`config.mk`:
```
export PLATFORM = sky130hd
export DESIGN_NAME = latch_load_sequencer
export DESIGN_NICKNAME = d
export VERILOG_FILES = /design/src/rtl/latch_load_sequencer.sv
export SDC_FILE = /design/constraint.sdc
export NUM_CORES = 1
export LEC_CHECK = 0
export ABC_AREA = 1
export CAP_MARGIN = 20
export CORE_UTILIZATION = 46
export DETAILED_ROUTE_END_ITERATION = 12
export GPL_TIMING_DRIVEN = 0
export PLACE_DENSITY = 0.8
export SYNTH_ARGS = -nofsm -noshare
export SYNTH_HDL_FRONTEND = slang
export SYNTH_SLANG_ARGS = --single-unit
```
`constraint.sdc`:
```
create_clock -name clk -period 1.6 [get_ports clk]
set_input_delay 0.32 -clock clk [delete_from_list [all_inputs] [get_ports clk]]
set_output_delay 0.32 -clock clk [all_outputs]
set_load 0.02 [all_outputs]
```
`src/rtl/latch_load_sequencer.sv`:
```
// latch_load_sequencer
// Feeds the D-latch bank. It accepts one byte per valid/ready handshake and
// drives it on d_out. A single EN pulse is framed by a setup window and a
// hold window, so the latches never see data move while they are transparent.
module latch_load_sequencer #(
  parameter int WIDTH     = 8,
  parameter int SETUP_CYC = 1,
  parameter int PULSE_CYC = 2,
  parameter int HOLD_CYC  = 1,
  parameter int CNT_W     = 16
) (
  input  logic             clk,
  input  logic             rst,
  input  logic             in_valid,
  output logic             in_ready,
  input  logic [WIDTH-1:0] d_in,
  output logic [WIDTH-1:0] d_out,
  output logic             EN,
  output logic             busy,
  output logic [CNT_W-1:0] load_count
);

  // One shared down-counter times all three windows, so it is sized for the longest.
  localparam int MAXC = (SETUP_CYC > PULSE_CYC) ?
                        ((SETUP_CYC > HOLD_CYC) ? SETUP_CYC : HOLD_CYC) :
                        ((PULSE_CYC > HOLD_CYC) ? PULSE_CYC : HOLD_CYC);
  localparam int TW   = (MAXC > 1) ? $clog2(MAXC) : 1;

  localparam logic [TW-1:0] SETUP_LD = TW'(SETUP_CYC - 1);
  localparam logic [TW-1:0] PULSE_LD = TW'(PULSE_CYC - 1);
  localparam logic [TW-1:0] HOLD_LD  = TW'(HOLD_CYC - 1);

  typedef enum logic [1:0] {
    IDLE  = 2'd0,
    SETUP = 2'd1,
    PULSE = 2'd2,
    HOLD  = 2'd3
  } state_t;

  state_t             state_q, state_d;
  logic [TW-1:0]      tmr_q, tmr_d;
  logic [WIDTH-1:0]   dout_q, dout_d;
  logic               en_q, en_d;
  logic [CNT_W-1:0]   cnt_q, cnt_d;

  assign in_ready   = (state_q == IDLE) && !rst;
  assign busy       = (state_q != IDLE);
  assign d_out      = dout_q;
  assign EN         = en_q;
  assign load_count = cnt_q;

  // Next-state logic: accept in IDLE, then step through the setup, pulse and hold windows.
  always_comb begin
    state_d = state_q;
    tmr_d   = tmr_q;
    dout_d  = dout_q;
    en_d    = en_q;
    cnt_d   = cnt_q;
    case (state_q)
      IDLE: begin
        if (in_valid && in_ready) begin
          dout_d  = d_in;
          tmr_d   = SETUP_LD;
          state_d = SETUP;
        end
      end
      SETUP: begin
        if (tmr_q == '0) begin
          en_d    = 1'b1;
          tmr_d   = PULSE_LD;
          state_d = PULSE;
        end else begin
          tmr_d = tmr_q - 1'b1;
        end
      end
      PULSE: begin
        if (tmr_q == '0) begin
          en_d    = 1'b0;
          cnt_d   = cnt_q + 1'b1;
          tmr_d   = HOLD_LD;
          state_d = HOLD;
        end else begin
          tmr_d = tmr_q - 1'b1;
        end
      end
      HOLD: begin
        if (tmr_q == '0) begin
          state_d = IDLE;
        end else begin
          tmr_d = tmr_q - 1'b1;
        end
      end
      default: begin
        en_d    = 1'b0;
        state_d = IDLE;
      end
    endcase
  end

  // State register; reset abandons any in-flight byte and drops EN immediately.
  always_ff @(posedge clk) begin
    if (rst) begin
      state_q <= IDLE;
      tmr_q   <= '0;
      dout_q  <= '0;
      en_q    <= 1'b0;
      cnt_q   <= '0;
    end else begin
      state_q <= state_d;
      tmr_q   <= tmr_d;
      dout_q  <= dout_d;
      en_q    <= en_d;
      cnt_q   <= cnt_d;
    end
  end

endmodule

```
==> metrics.md, run 1 <==
| Metric | Value |
|---|---|
| Hpwl dp | `between 1500 and 2000 µm` |
| Initial core utilization | `48.3%` |
| Post-DR vias/cell | `~4.9` |
| Worst hold-check path type | `flop to flop` |
| Pwr Total | `0.00210 W` |
| Chip width | `55.6 µm` |
| CTS tree | `yes` |
| GR peak layer | `met2` |
| First-pass GRT wire length | `between 4000 and 5000 µm` |
| Routability congestion estimate | `0.886` |
| Setup crit end kind | `primary output` |
| Area growth, synth to finish | `35.5%` |
| Met2 usage | `31.8%` |
| DRT Pass-1 Iters | `4` |
| RSZ-0062 raised after global routing | `false` |
| GR Overflow Total | `0` |
| Outcome | `complete, no violations` |
| Iter 0 DRT Violations | `38` |
| Filler cells | `260` |
| Post-synthesis sequential area ratio | `a little over two fifths` |
| Post-route DRC | `0` |
| Post-synthesis cell count | `about 190` |
| Sink Count | `28` |
| Largest net degree at the start of global routing | `17` |
| Vias in the first global route | `1,094` |
| Detailed Route WL | `2710 µm` |
| FF+latch count, synth | `28` |
| Nets | `246` |
| Final worst path period share | `95.6%` |
| Yosys warnings | `0` |
| Max Cap Viol | `0` |
| Cts hold-fix bufs | `0` |
| Hold Fails Final Rpt | `0` |
| H-tree depth | `1` |
| Number of port buffers | `37` |
| Antenna cell count | `0` |
| Static leakage | `0.835 nW` |
| # rows | `19` |
| Average wire per standard cell | `10.4 µm` |
| Clock root cell | `clkbuf_4` |
| Slew @ Worst Pin | `~0.29 ns` |
| Share of cells above drive strength 1 | `13.1%` |
| Core box area | `2730 µm²` |
| WP data arrival | `1.21 ns` |
| Io pins | `38` |
| Max_slew headroom | `80.9%` |
| Worst skew pair latency | `0.33 ns` |
| CTS max path bufs | `2` |
| Hold Worst Slack | `0.471 ns` |
| Finished Cell Area | `approximately 1800 µm²` |
| GR Util met3 | `3.49%` |
| Antenna Nets Post-Route | `0` |
| CP Max Fanout | `3` |
| Final Critical Period | `1.53 ns` |
| Synth Net Count | `202` |
| Final Max Slew Viols | `0` |
| Initial antenna violation count | `0` |
| VDD IR max | `1180 µV` |
| Power Dens Cells | `~1200 nW/µm²` |
| Fmax | `654 MHz` |
| CP Class | `flop to primary output` |
| Area of the multi-input gates | `692 µm²` |
| Die Height | `55.6 µm` |
| Die area | `around 3100 µm²` |
| CP required | `1.28 ns` |
| Startpoint type of the worst setup path | `flop` |
| Vias after detailed routing | `1,262` |
| CTS clock-pin slew for the worst setup and hold paths | `0.15 ns` |
| Skew final | `0.00504 ns` |
| Syn Area/Cell | `7.10 µm²` |
| Met1 Usage GRT | `22.3%` |
| Final setup violation count | `0` |
| Mapped Area | `1320 µm²` |
| Final core utilization | `between 60% and 70%` |
| Distinct cell type count after synthesis | `21` |
| Sequential Area | `563 µm²` |
| Placed Area | `between 1500 and 2000 µm²` |
| TritonCTS buffer count | `3` |
| Total track usage | `18.6%` |
==> worst max-delay path, stage by stage, from the launching register on <==
cell	delay (ns)
dfxtp_2	0.37
inv_4	0.07
ha_4	0.14
inv_2	0.06
nor2_4	0.12
buf_6	0.13
==> worst paths after layout <==
check | start | end | slack (ns) | cells after the start
worst max-delay path | state_q[0] | in_ready | 0.07 | 5
worst max register to register | state_q[1] | load_count[9] | 0.16 | 9
worst min-delay path | d_out[2] | d_out[2] | 0.47 | 2
worst min register to register | d_out[2] | d_out[2] | 0.47 | 2
==> repair_timing <==
action,in CTS,in global routing
resized for setup,37,9
buffers inserted,0,2
pin swaps,0,1
endpoints found under the setup margin,27,3
endpoints found under the hold margin,0,0
==> power by group <==
| group | switching, W | leakage [nW] | total [W] | internal, W |
|---|---|---|---|---|
| logic | 0.000446 | 0.579 | 0.000763 | 0.000316 |
| clock network | 0.000210 | 0.0279 | 0.000464 | 0.000253 |
| registers | 0.0000731 | 0.228 | 0.000871 | 0.000798 |
==> layout make-up <==
class	instances	area share [%]
buffer	2	0.559
clock buffer	3	1.26
clock inverter	1	1.68
inverter	20	4.48
multi-input combinational	136	38.7
sequential	28	31.5
tap	31	2.17
timing repair buffer	39	19.7
==> metrics by stage <==
step	setup WS, ns	setup TNS, ns	cells
global placement	-0.422	-0.512	254
global route	0.00751	0	260
finish	0.0708	0	260
detailed placement	-0.417	-0.544	254
floorplan	0.110	0	186
CTS	-0.123	-0.123	258
==> placed cells by master, fill, tap and decap left out <==
cell and n:
inv_1 15, inv_4 2, ha_4 1, o21ai_0 7, and2_1 1, nand2_1 50
o21bai_1 1, inv_2 3, nand3_1 18, nand2_2 3, nor3_1 2, buf_4 3
dfxtp_2 2, clkdlybuf4s50_1 10, dlygate4sd2_1 25, nor2_2 2, buf_6 1, dfxtp_1 26
nand4_1 1, ha_2 1, a21oi_1 14, buf_2 2, ha_1 3, nor3b_1 1
o21ai_1 1, bufinv_16 1, nand2_4 2, nor2_4 4, nor2_1 24, clkbuf_4 3
==> layer usage <==
layer,vias to the layer above,share of wire (%)
met5,-,0
met4,0,1.8
met3,4,4.4
met2,29,47
met1,551,47
li1,678,-
==> flip-flops by register name, summed over array words and instances (netlist names) <==
register / count
tmr_q: 1
load_count: 16
state_q: 2
EN: 1
d_out: 8
==> Yosys cell counts, drive strengths merged <==
cell    number  area, µm²
nor3         2       10.0
o21bai       1       7.51
nand2       55        229
nor2        30        143
and2         1       6.26
inv         20       77.6
buf          2       10.0
ha           5       62.6
dfxtp       28        561
nand3       18       90.1
nand4        1       6.26
o21ai        8       40.0
a21oi       14       70.1
nor3b        1       7.51
==> logic make-up after synthesis <==
logic type	after synthesis	share of synthesized area [%]
and+or+nand+nor	108	37.3
DFF	28	42.5
AOI/OAI and AO/OA	23	8.91
buffers and inverters	22	6.63
adders and majority gates	5	4.74
(Power assumes the default switching activity.)
==> run 2: changes to the inputs <==
Settings changed: SLEW_MARGIN from default to 20.
==> results of run 2 <==
Same layout as run 1: the final DEF is identical, and so are final timing and power.
==> run 3: changes to the inputs <==
Settings changed: CORE_UTILIZATION 46 to 52, CTS_BUF_LIST from default to sky130_fd_sc_hd__clkbuf_8, PLACE_DENSITY 0.8 to 0.88.
Clock period 1.6 ns to 1.95 ns, I/O delays scaled along.
==> run 3 against run 2 <==
Utilization rose by 13 points. Critical path depth decreased by 2. Wire length rose by 16%. Sequential power decreased by 18%.
==> metrics.md, run 3 (same netlist as run 1, synthesis figures left out) <==
| Metric | Value |
|---|---|
| Outcome | `complete, no violations` |
| Largest net degree at the start of global routing | `17 (unchanged)` |
| Startpoint type of the worst setup path | `primary input` |
| Filler cells | `163 (-37%)` |
| Hpwl dp | `2330 µm (+17%)` |
| Nets | `244 (-0.81%)` |
| Iter 0 DRT Violations | `39 (+2.6%)` |
| CTS tree | `yes` |
| Die area | `2740 µm² (-11%)` |
| TritonCTS buffer count | `3 (unchanged)` |
| Io pins | `38 (unchanged)` |
| Met3 WL | `152 µm (+27%)` |
| RSZ-0062 raised after global routing | `false` |
| Most frequent cells in the layout | `nand2_1 (50), clkdlybuf4s50_1 (35), dfxtp_1 (28)` |
| Setup crit end kind | `primary output` |
| Clock root cell | `clkbuf_8` |
| Most common cell after layout, fill and taps aside | `nand2_1` |
| Met1 wire length | `1330 µm (+4.1%)` |
| Die Height | `52.4 µm (-5.7%)` |
| R2R Path End | `load_count[6]` |
| Setup Buffers After CTS | `0 (unchanged)` |
| DRT Pass-1 Iters | `6 (+2)` |
| First-pass GRT wire length | `5530 µm (+22%)` |
| Initial core utilization | `57.5% (+9.2 points)` |
| Area growth, synth to finish | `36.0%` |
| Area of the multi-input gates | `672 µm² (-2.9%)` |
| Max_slew headroom | `81.1% (+0.22 points)` |
| Core box area | `2300 µm² (-16%)` |
| Detailed Route WL | `3150 µm (+16%)` |
| Antenna cell count | `0 (unchanged)` |
| CTS clock-pin slew for the worst setup and hold paths | `0.09 ns (-0.06 ns)` |
| GR Overflow Total | `0 (unchanged)` |
| Skew final | `0.0153 ns (+0.0103 ns)` |
| Crit-path slowest cell | `clkdlybuf4s50_1` |
| Antenna Nets Post-Route | `0 (unchanged)` |
| Vias in the first global route | `1,350 (+23%)` |
| Fmax | `532 MHz` |
| Reg2reg path depth | `7 (-2)` |
| Chip width | `52.4 µm (-5.7%)` |
| Power Dens Cells | `983 nW/µm² (-16%)` |
| Number of port buffers | `37 (unchanged)` |
| WP data arrival | `1.49 ns (+0.28 ns)` |
| H-tree depth | `1 (unchanged)` |
| Final Max Slew Viols | `0 (unchanged)` |
| VDD IR max | `808 µV (-32%)` |
| Slew @ Worst Pin | `0.283 ns (-0.00327 ns)` |
| CP required | `1.56 ns (+0.28 ns)` |
| Placed Area | `1730 µm² (-0.22%)` |
| Post-route DRC | `0 (unchanged)` |
| Top layer in use | `met4` |
| Final Critical Period | `between 1.5 and 2 ns` |
| Worst hold-check path type | `flop to flop` |
| Worst reg2reg startpoint | `state_q[0]` |
| Static leakage | `0.720 nW (-14%)` |
| Share of cells above drive strength 1 | `8.37% (-4.7 points)` |
| CP Max Fanout | `6 (+3)` |
| Hold path endpoint | `d_out[2]` |
| Final worst path period share | `between 90 and 100%` |
| Sequential Area | `561 µm² (-0.44%)` |
| CTS max path bufs | `2 (unchanged)` |
| Max Cap Viol | `0 (unchanged)` |
| Worst hold start | `d_out[2]` |
| Total track usage | `26.8% (+8.2 points)` |
| # rows | `17 (-2)` |
| Hold Crit Depth | `2 (unchanged)` |
| Worst skew pair latency | `0.29 ns (-0.04 ns)` |
| CP peak stage delay | `0.55 ns (+0.18 ns)` |
| Pwr Total | `0.00176 W (-16%)` |
| Hold Fails Final Rpt | `0 (unchanged)` |
| Average wire per standard cell | `12.4 µm (+19%)` |
| Flop2flop setup slack | `0.46 ns (+0.30 ns)` |
| TNS Setup | `0 ns (unchanged)` |
| Finished Cell Area | `1800 µm² (+0.35%)` |
| Max reg flops | `16 (unchanged)` |
| Initial antenna violation count | `0 (unchanged)` |
| Post-DR vias/cell | `5.20 (+7.1%)` |
| Vias after detailed routing | `1,325 (+5.0%)` |
| Final setup violation count | `0 (unchanged)` |
| DR WL met2 | `1630 µm (+29%)` |
| Cell Chain, Critical Path | `clkdlybuf4s50_1, nor2_2, clkdlybuf4s15_1` |
| CP Class | `primary input to primary output` |
| Sink Count | `28 (unchanged)` |
| Routability congestion estimate | `0.847 (-4.4%)` |
-- run 3: power by group --
part           leakage [nW]  switching [W]  internal, W  total, W
clock network        0.0357       0.000191     0.000275  0.000466
logic                 0.457       0.000349     0.000239  0.000588
registers             0.228      0.0000593     0.000651  0.000710
total                 0.720       0.000599      0.00117   0.00176
-- run 3: how the worst max path moves through the flow --
stage / from / to / slack [ns]
floorplan: state_q[0] / state_q[1] / 0.46
global placement: rst / in_ready / -0.20
detailed placement: rst / in_ready / -0.23
CTS: state_q[0] / in_ready / 0.04
global route: state_q[0] / in_ready / 0.001
finish: rst / in_ready / 0.07
-- run 3: stage by stage --
step                utilization [%]  worst slack, ns  hold slack, ns  instances
finish                         78.2           0.0693           0.472        255
global route                   78.2         0.000990           0.488        255
CTS                            78.1           0.0414           0.475        255
detailed placement             75.1           -0.228           0.457        251
global placement               75.1           -0.199           0.451        251
floorplan                         -            0.460           0.459        186
-- run 3: cell type report --
type                            count  area share (%)
Clock buffer                        3            2.30
Clock inverter                      1            1.67
Inverter                           20            4.32
Tap cell                           28            1.95
Sequential cell                    28            31.2
Timing Repair Buffer               37            20.6
Buffer                              2           0.557
Multi-Input combinational cell    136            37.4
-- run 3: routing by layer --
metal / track usage (%) / vias up
met1: 28.9 / 603
met4: 9.65 / 0
met3: 5.80 / 7
met5: 0 / -
li1: - / 670
met2: 50.4 / 45
-- run 3: worst max-delay path: cells and delay by family --
family | cells | cell delay (ns)
simple gates | 1 | 0.23
buf+inv | 2 | 0.88
-- run 3: repair_timing --
| action | CTS | global route |
|---|---|---|
| hold buffers | 0 | 0 |
| endpoints found under the hold margin | 0 | 0 |
| setup endpoints to repair | 2 | 1 |
| resized for setup | 2 | 1 |
==> patch 1 (config.mk and constraints of run 1) <==
Set the parameter `WIDTH` to 12 (it was 8).
--- a/src/rtl/latch_load_sequencer.sv
+++ b/src/rtl/latch_load_sequencer.sv
@@ -3,7 +3,7 @@
 // drives it on d_out. A single EN pulse is framed by a setup window and a
 // hold window, so the latches never see data move while they are transparent.
 module latch_load_sequencer #(
-  parameter int WIDTH     = 8,
+  parameter int WIDTH     = 12,
   parameter int SETUP_CYC = 1,
   parameter int PULSE_CYC = 2,
   parameter int HOLD_CYC  = 1,
Interface: changed (resized d_in and d_out); port bits go from 38 to 46. No check against the original RTL was run, so the function may have changed too.
==> patch 1 against run 1 <==
Clock skew decreased by 0.00076 ns. Synthesized area up 11%. Cell area grew 14%. Total power up 14%. Die area increased by 10%. Clock power is 6.7% higher. Wire length is 17% higher. Setup slack worse by 0.014 ns. Sequential share of layout area increased by 0.23 points. Sequential cell count rose by 4. Synthesized cell count is 11% higher. Largest power group unchanged.
==> patch 1: results (changes against run 1) <==
<table>
<tr><th>Metric</th><th>Value</th></tr>
<tr><th colspan="2">Synthesis</th></tr>
<tr><td>Commonest cells in the synthesized netlist</td><td>sky130_fd_sc_hd__nand2_1, sky130_fd_sc_hd__dfxtp_1, sky130_fd_sc_hd__nor2_1 (unchanged)</td></tr>
<tr><td>Part of the Yosys area used for sequential elements</td><td>43.91% (was 42.46%)</td></tr>
<tr><td>Number of nets produced by synthesis</td><td>226 (was 202)</td></tr>
<tr><th colspan="2">Final layout</th></tr>
<tr><td>Number of standard cells in the layout, taps in and fillers out</td><td>305 (was 260)</td></tr>
<tr><td>Share of post-route cells with drive strength above 1</td><td>11.88% (was 13.10%)</td></tr>
<tr><td>Final-stage net count</td><td>280 (was 246)</td></tr>
<tr><th colspan="2">Global route</th></tr>
<tr><td>Largest net degree at the start of global routing</td><td>11 (was 17)</td></tr>
<tr><td>GR Layer Usage met1</td><td>24.03% (was 22.30%)</td></tr>
<tr><td>Met3 GRT Util</td><td>6.813% (was 3.488%)</td></tr>
<tr><td>Via count of the first global-routing pass</td><td>1191 (was 1094)</td></tr>
<tr><th colspan="2">CTS</th></tr>
<tr><td>Number of buffers created by CTS</td><td>5 (was 3)</td></tr>
<tr><td>H-Tree Level Count</td><td>2 (was 1)</td></tr>
<tr><th colspan="2">STA</th></tr>
<tr><td>Worst-case hold slack</td><td>0.4636 ns (was 0.4706 ns)</td></tr>
<tr><td>Final period util</td><td>96.46% (was 95.58%)</td></tr>
<tr><td>Final setup skew</td><td>0.004282 ns (was 0.005041 ns)</td></tr>
<tr><th colspan="2">Outcome</th></tr>
<tr><td>Result of the run</td><td>finished clean (unchanged)</td></tr>
<tr><th colspan="2">Critical path</th></tr>
<tr><td>Capture instance of the worst register-to-register path</td><td>state_q[1]$_SDFFE_PP0P_ (was load_count[9]$_SDFFE_PP0P_)</td></tr>
<tr><td>Maximum net fanout on the critical path</td><td>4 (was 3)</td></tr>
<tr><th colspan="2">Power and ir drop</th></tr>
<tr><td>Worst VDD drop</td><td>0.8412 mV (was 1.182 mV)</td></tr>
<tr><th colspan="2">Placement</th></tr>
<tr><td>Setup slack at placement</td><td>-0.2914 ns (was -0.4168 ns)</td></tr>
<tr><td>Number of buffer cells added on primary ports</td><td>45 (was 37)</td></tr>
<tr><td>RePlAce Congestion</td><td>0.8451 (was 0.8856)</td></tr>
<tr><td>Standard cell area after detailed placement</td><td>0.001964 mm² (was 0.001729 mm²)</td></tr>
<tr><th colspan="2">Worst hold path</th></tr>
<tr><td>End point of the worst hold path</td><td>d_out[11]$_SDFFE_PP0P_ (was d_out[2]$_SDFFE_PP0P_)</td></tr>
<tr><th colspan="2">Drt</th></tr>
<tr><td>Via count of the routed design</td><td>1466 (was 1262)</td></tr>
<tr><td>Drt initial violations</td><td>50 (was 38)</td></tr>
</table>
patch 1: cells by family after synthesis:
group / Yosys count / share of synthesized area [%]
flops: 32 / 43.91
compound gates: 20 / 7.290
simple gates: 118 / 36.02
buf+inv: 31 / 8.490
fa+ha+maj: 5 / 4.288
patch 1: cell type report:
class / instances / area (µm²)
flip-flops and latches: 32 / 645.6
inverters: 26 / 97.59
fillers: 296 / 991.0
repair buffers: 47 / 429.2
clock buffers: 8 / 58.81
multi-input cells: 143 / 724.4
well taps: 44 / 55.05
plain buffers: 5 / 26.28
patch 1: metal layers:
metal	vias up	wire length, µm
met4	0	60
met3	8	202
met5	-	0
met2	36	1434
li1	761	-
met1	661	1463
patch 1: what timing repair did:
item	CTS	global route
buffers inserted	0	2
endpoints found under the setup margin	30	9
gates resized for setup	42	10
pin swaps	1	1
patch 1: report_power, final:
group          internal (mW)  switching [mW]
combinational          0.368           0.525
sequential             0.922          0.0801
clock                  0.217           0.278
total                   1.51           0.883
==> patch 2 (settings of run 1) <==
Without the edit above. The 4 states of `state_t` get a Gray code encoding in 2 bits.
--- a/src/rtl/latch_load_sequencer.sv
+++ b/src/rtl/latch_load_sequencer.sv
@@ -31,10 +31,10 @@
   localparam logic [TW-1:0] HOLD_LD  = TW'(HOLD_CYC - 1);
 
   typedef enum logic [1:0] {
-    IDLE  = 2'd0,
-    SETUP = 2'd1,
-    PULSE = 2'd2,
-    HOLD  = 2'd3
+    IDLE  = 2'b00,
+    SETUP = 2'b01,
+    PULSE = 2'b11,
+    HOLD  = 2'b10
   } state_t;
 
   state_t             state_q, state_d;
Behaviour: same outputs for any inputs over 10 cycles, from zero or initial values and one cycle with rst high; not proved beyond that.
==> patch 2 against run 1 <==
Synthesized cell count decreased by 1.1%. Cell area shrank 5.1%. Sequential cell count did not move. Synthesized area decreased by 2.6%. Wire length increased by 1.2%. Via count up 2.2%. Setup slack improved by 0.036 ns. Clock skew up 0.0015 ns. Largest cell class unchanged.
Power is not compared: it rests on default switching activity, and its combinational part moved more than twofold at a synthesized area within 25%.
==> patch 2: results (changes against run 1) <==
<table>
<tr><th>Metric</th><th>Value</th></tr>
<tr><th colspan="2">Critical path</th></tr>
<tr><td>Reg-to-Reg Start</td><td>load_count[1]$_SDFFE_PP0P_ (was state_q[1]$_SDFFE_PP0P_)</td></tr>
<tr><td>R2r setup slk</td><td>0.27 ns (was 0.16 ns)</td></tr>
<tr><td>Arr. time, crit path</td><td>1.17 ns (was 1.21 ns)</td></tr>
<tr><td>Worst Reg-to-Reg Cells</td><td>7 (was 9)</td></tr>
<tr><td>Maximum net fanout on the critical path</td><td>5 (was 3)</td></tr>
<tr><td>Capture instance of the worst register-to-register path</td><td>load_count[6]$_SDFFE_PP0P_ (was load_count[9]$_SDFFE_PP0P_)</td></tr>
<tr><th colspan="2">Placement</th></tr>
<tr><td>Placed wire-length estimate</td><td>2099 µm (was 1996 µm)</td></tr>
<tr><td>RePlAce Congestion</td><td>0.8243 (was 0.8856)</td></tr>
<tr><td>Placed cell count</td><td>251 (was 254)</td></tr>
<tr><td>Setup slack at placement</td><td>-0.3120 ns (was -0.4168 ns)</td></tr>
<tr><th colspan="2">Final layout</th></tr>
<tr><td>Number of standard cells in the layout, taps in and fillers out</td><td>255 (was 260)</td></tr>
<tr><td>Final-stage net count</td><td>238 (was 246)</td></tr>
<tr><td>Share of post-route cells with drive strength above 1</td><td>11.56% (was 13.10%)</td></tr>
<tr><td>Filler cell count</td><td>240 (was 260)</td></tr>
<tr><th colspan="2">Outcome</th></tr>
<tr><td>Result of the run</td><td>finished clean (unchanged)</td></tr>
<tr><th colspan="2">Synthesis</th></tr>
<tr><td>Synthesized-area fraction occupied by adder cells</td><td>0.9728% (was 4.739%)</td></tr>
<tr><td>Post-synthesis compound-gate area fraction</td><td>8.366% (was 8.910%)</td></tr>
<tr><td>Part of the Yosys area used for sequential elements</td><td>43.58% (was 42.46%)</td></tr>
<tr><td>Commonest cells in the synthesized netlist</td><td>sky130_fd_sc_hd__nand2_1, sky130_fd_sc_hd__nor2_1, sky130_fd_sc_hd__dfxtp_1 (was sky130_fd_sc_hd__nand2_1, sky130_fd_sc_hd__dfxtp_1, sky130_fd_sc_hd__nor2_1)</td></tr>
<tr><td>Mean post-synth cell area</td><td>6.990 µm² (was 7.097 µm²)</td></tr>
<tr><th colspan="2">Global route</th></tr>
<tr><td>Global-route wire length before repair</td><td>4416 µm (was 4533 µm)</td></tr>
<tr><td>Overall routing resource usage</td><td>20.30% (was 18.63%)</td></tr>
<tr><td>Largest net degree at the start of global routing</td><td>16 (was 17)</td></tr>
<tr><td>Via count of the first global-routing pass</td><td>1059 (was 1094)</td></tr>
<tr><th colspan="2">STA</th></tr>
<tr><td>Worst slew margin relative to its limit</td><td>81.90% (was 80.87%)</td></tr>
<tr><td>Final setup skew</td><td>0.006517 ns (was 0.005041 ns)</td></tr>
<tr><th colspan="2">Drt</th></tr>
<tr><td>Drt initial violations</td><td>28 (was 38)</td></tr>
<tr><td>Total length of routed wires</td><td>2742 µm (was 2709 µm)</td></tr>
</table>
==> patch 2: worst min-delay path by stage <==
stage / start / to / slack (ns)
after global routing: d_out[6]$_SDFFE_PP0P_ / d_out[6]$_SDFFE_PP0P_ / 0.51
after global placement: d_out[2]$_SDFFE_PP0P_ / d_out[2]$_SDFFE_PP0P_ / 0.45
final: d_out[6]$_SDFFE_PP0P_ / d_out[6]$_SDFFE_PP0P_ / 0.47
after floorplan: rst / state_q[1]$_SDFFE_PP0P_ / 0.39
after detailed placement: d_out[6]$_SDFFE_PP0P_ / d_out[6]$_SDFFE_PP0P_ / 0.46
after CTS: d_out[6]$_SDFFE_PP0P_ / d_out[6]$_SDFFE_PP0P_ / 0.48
==> patch 2: logic make-up after synthesis <==
group | after synthesis
and+or+nand+nor | 114
DFF | 28
buffers and inverters | 21
AOI/OAI and AO/OA | 20
adders and majority gates | 1
==> patch 2: area by class of cell <==
class                   count  area [µm²]  share of cell area (%)
clock buffers               4       36.28                   2.137
well taps                  30       37.54                   2.211
flip-flops and latches     28       563.0                   33.16
multi-input cells         135       644.4                   37.95
inverters                  19       73.82                   4.348
plain buffers               2       10.01                  0.5895
repair buffers             37       332.8                   19.60
==> patch 2: per-layer routing <==
| layer | share of wire (%) | GRT usage, % |
|---|---|---|
| met5 | 0 | 0 |
| met4 | 0.69 | 7.692 |
| met3 | 6.1 | 3.611 |
| met2 | 47 | 33.94 |
| met1 | 46 | 25.54 |
==> patch 2: repair_timing <==
item                                    CTS  global route
endpoints found under the hold margin     0             0
endpoints found under the setup margin   26             3
setup buffers                             0             0
resized for setup                        32             3
==> patch 2: report_power, final <==
group / switching [mW] / internal [mW]
Sequential: 0.0194 / 0.724
Combinational: 0.0933 / 0.0674
Clock: 0.207 / 0.139
Total: 0.320 / 0.931
==> patch 2: worst max-delay path: stages (launching register included) <==
cell	delay (ns)
sky130_fd_sc_hd__dfxtp_2	0.38
sky130_fd_sc_hd__nor2_2	0.14
sky130_fd_sc_hd__inv_1	0.08
sky130_fd_sc_hd__nor2_1	0.09
sky130_fd_sc_hd__buf_2	0.17
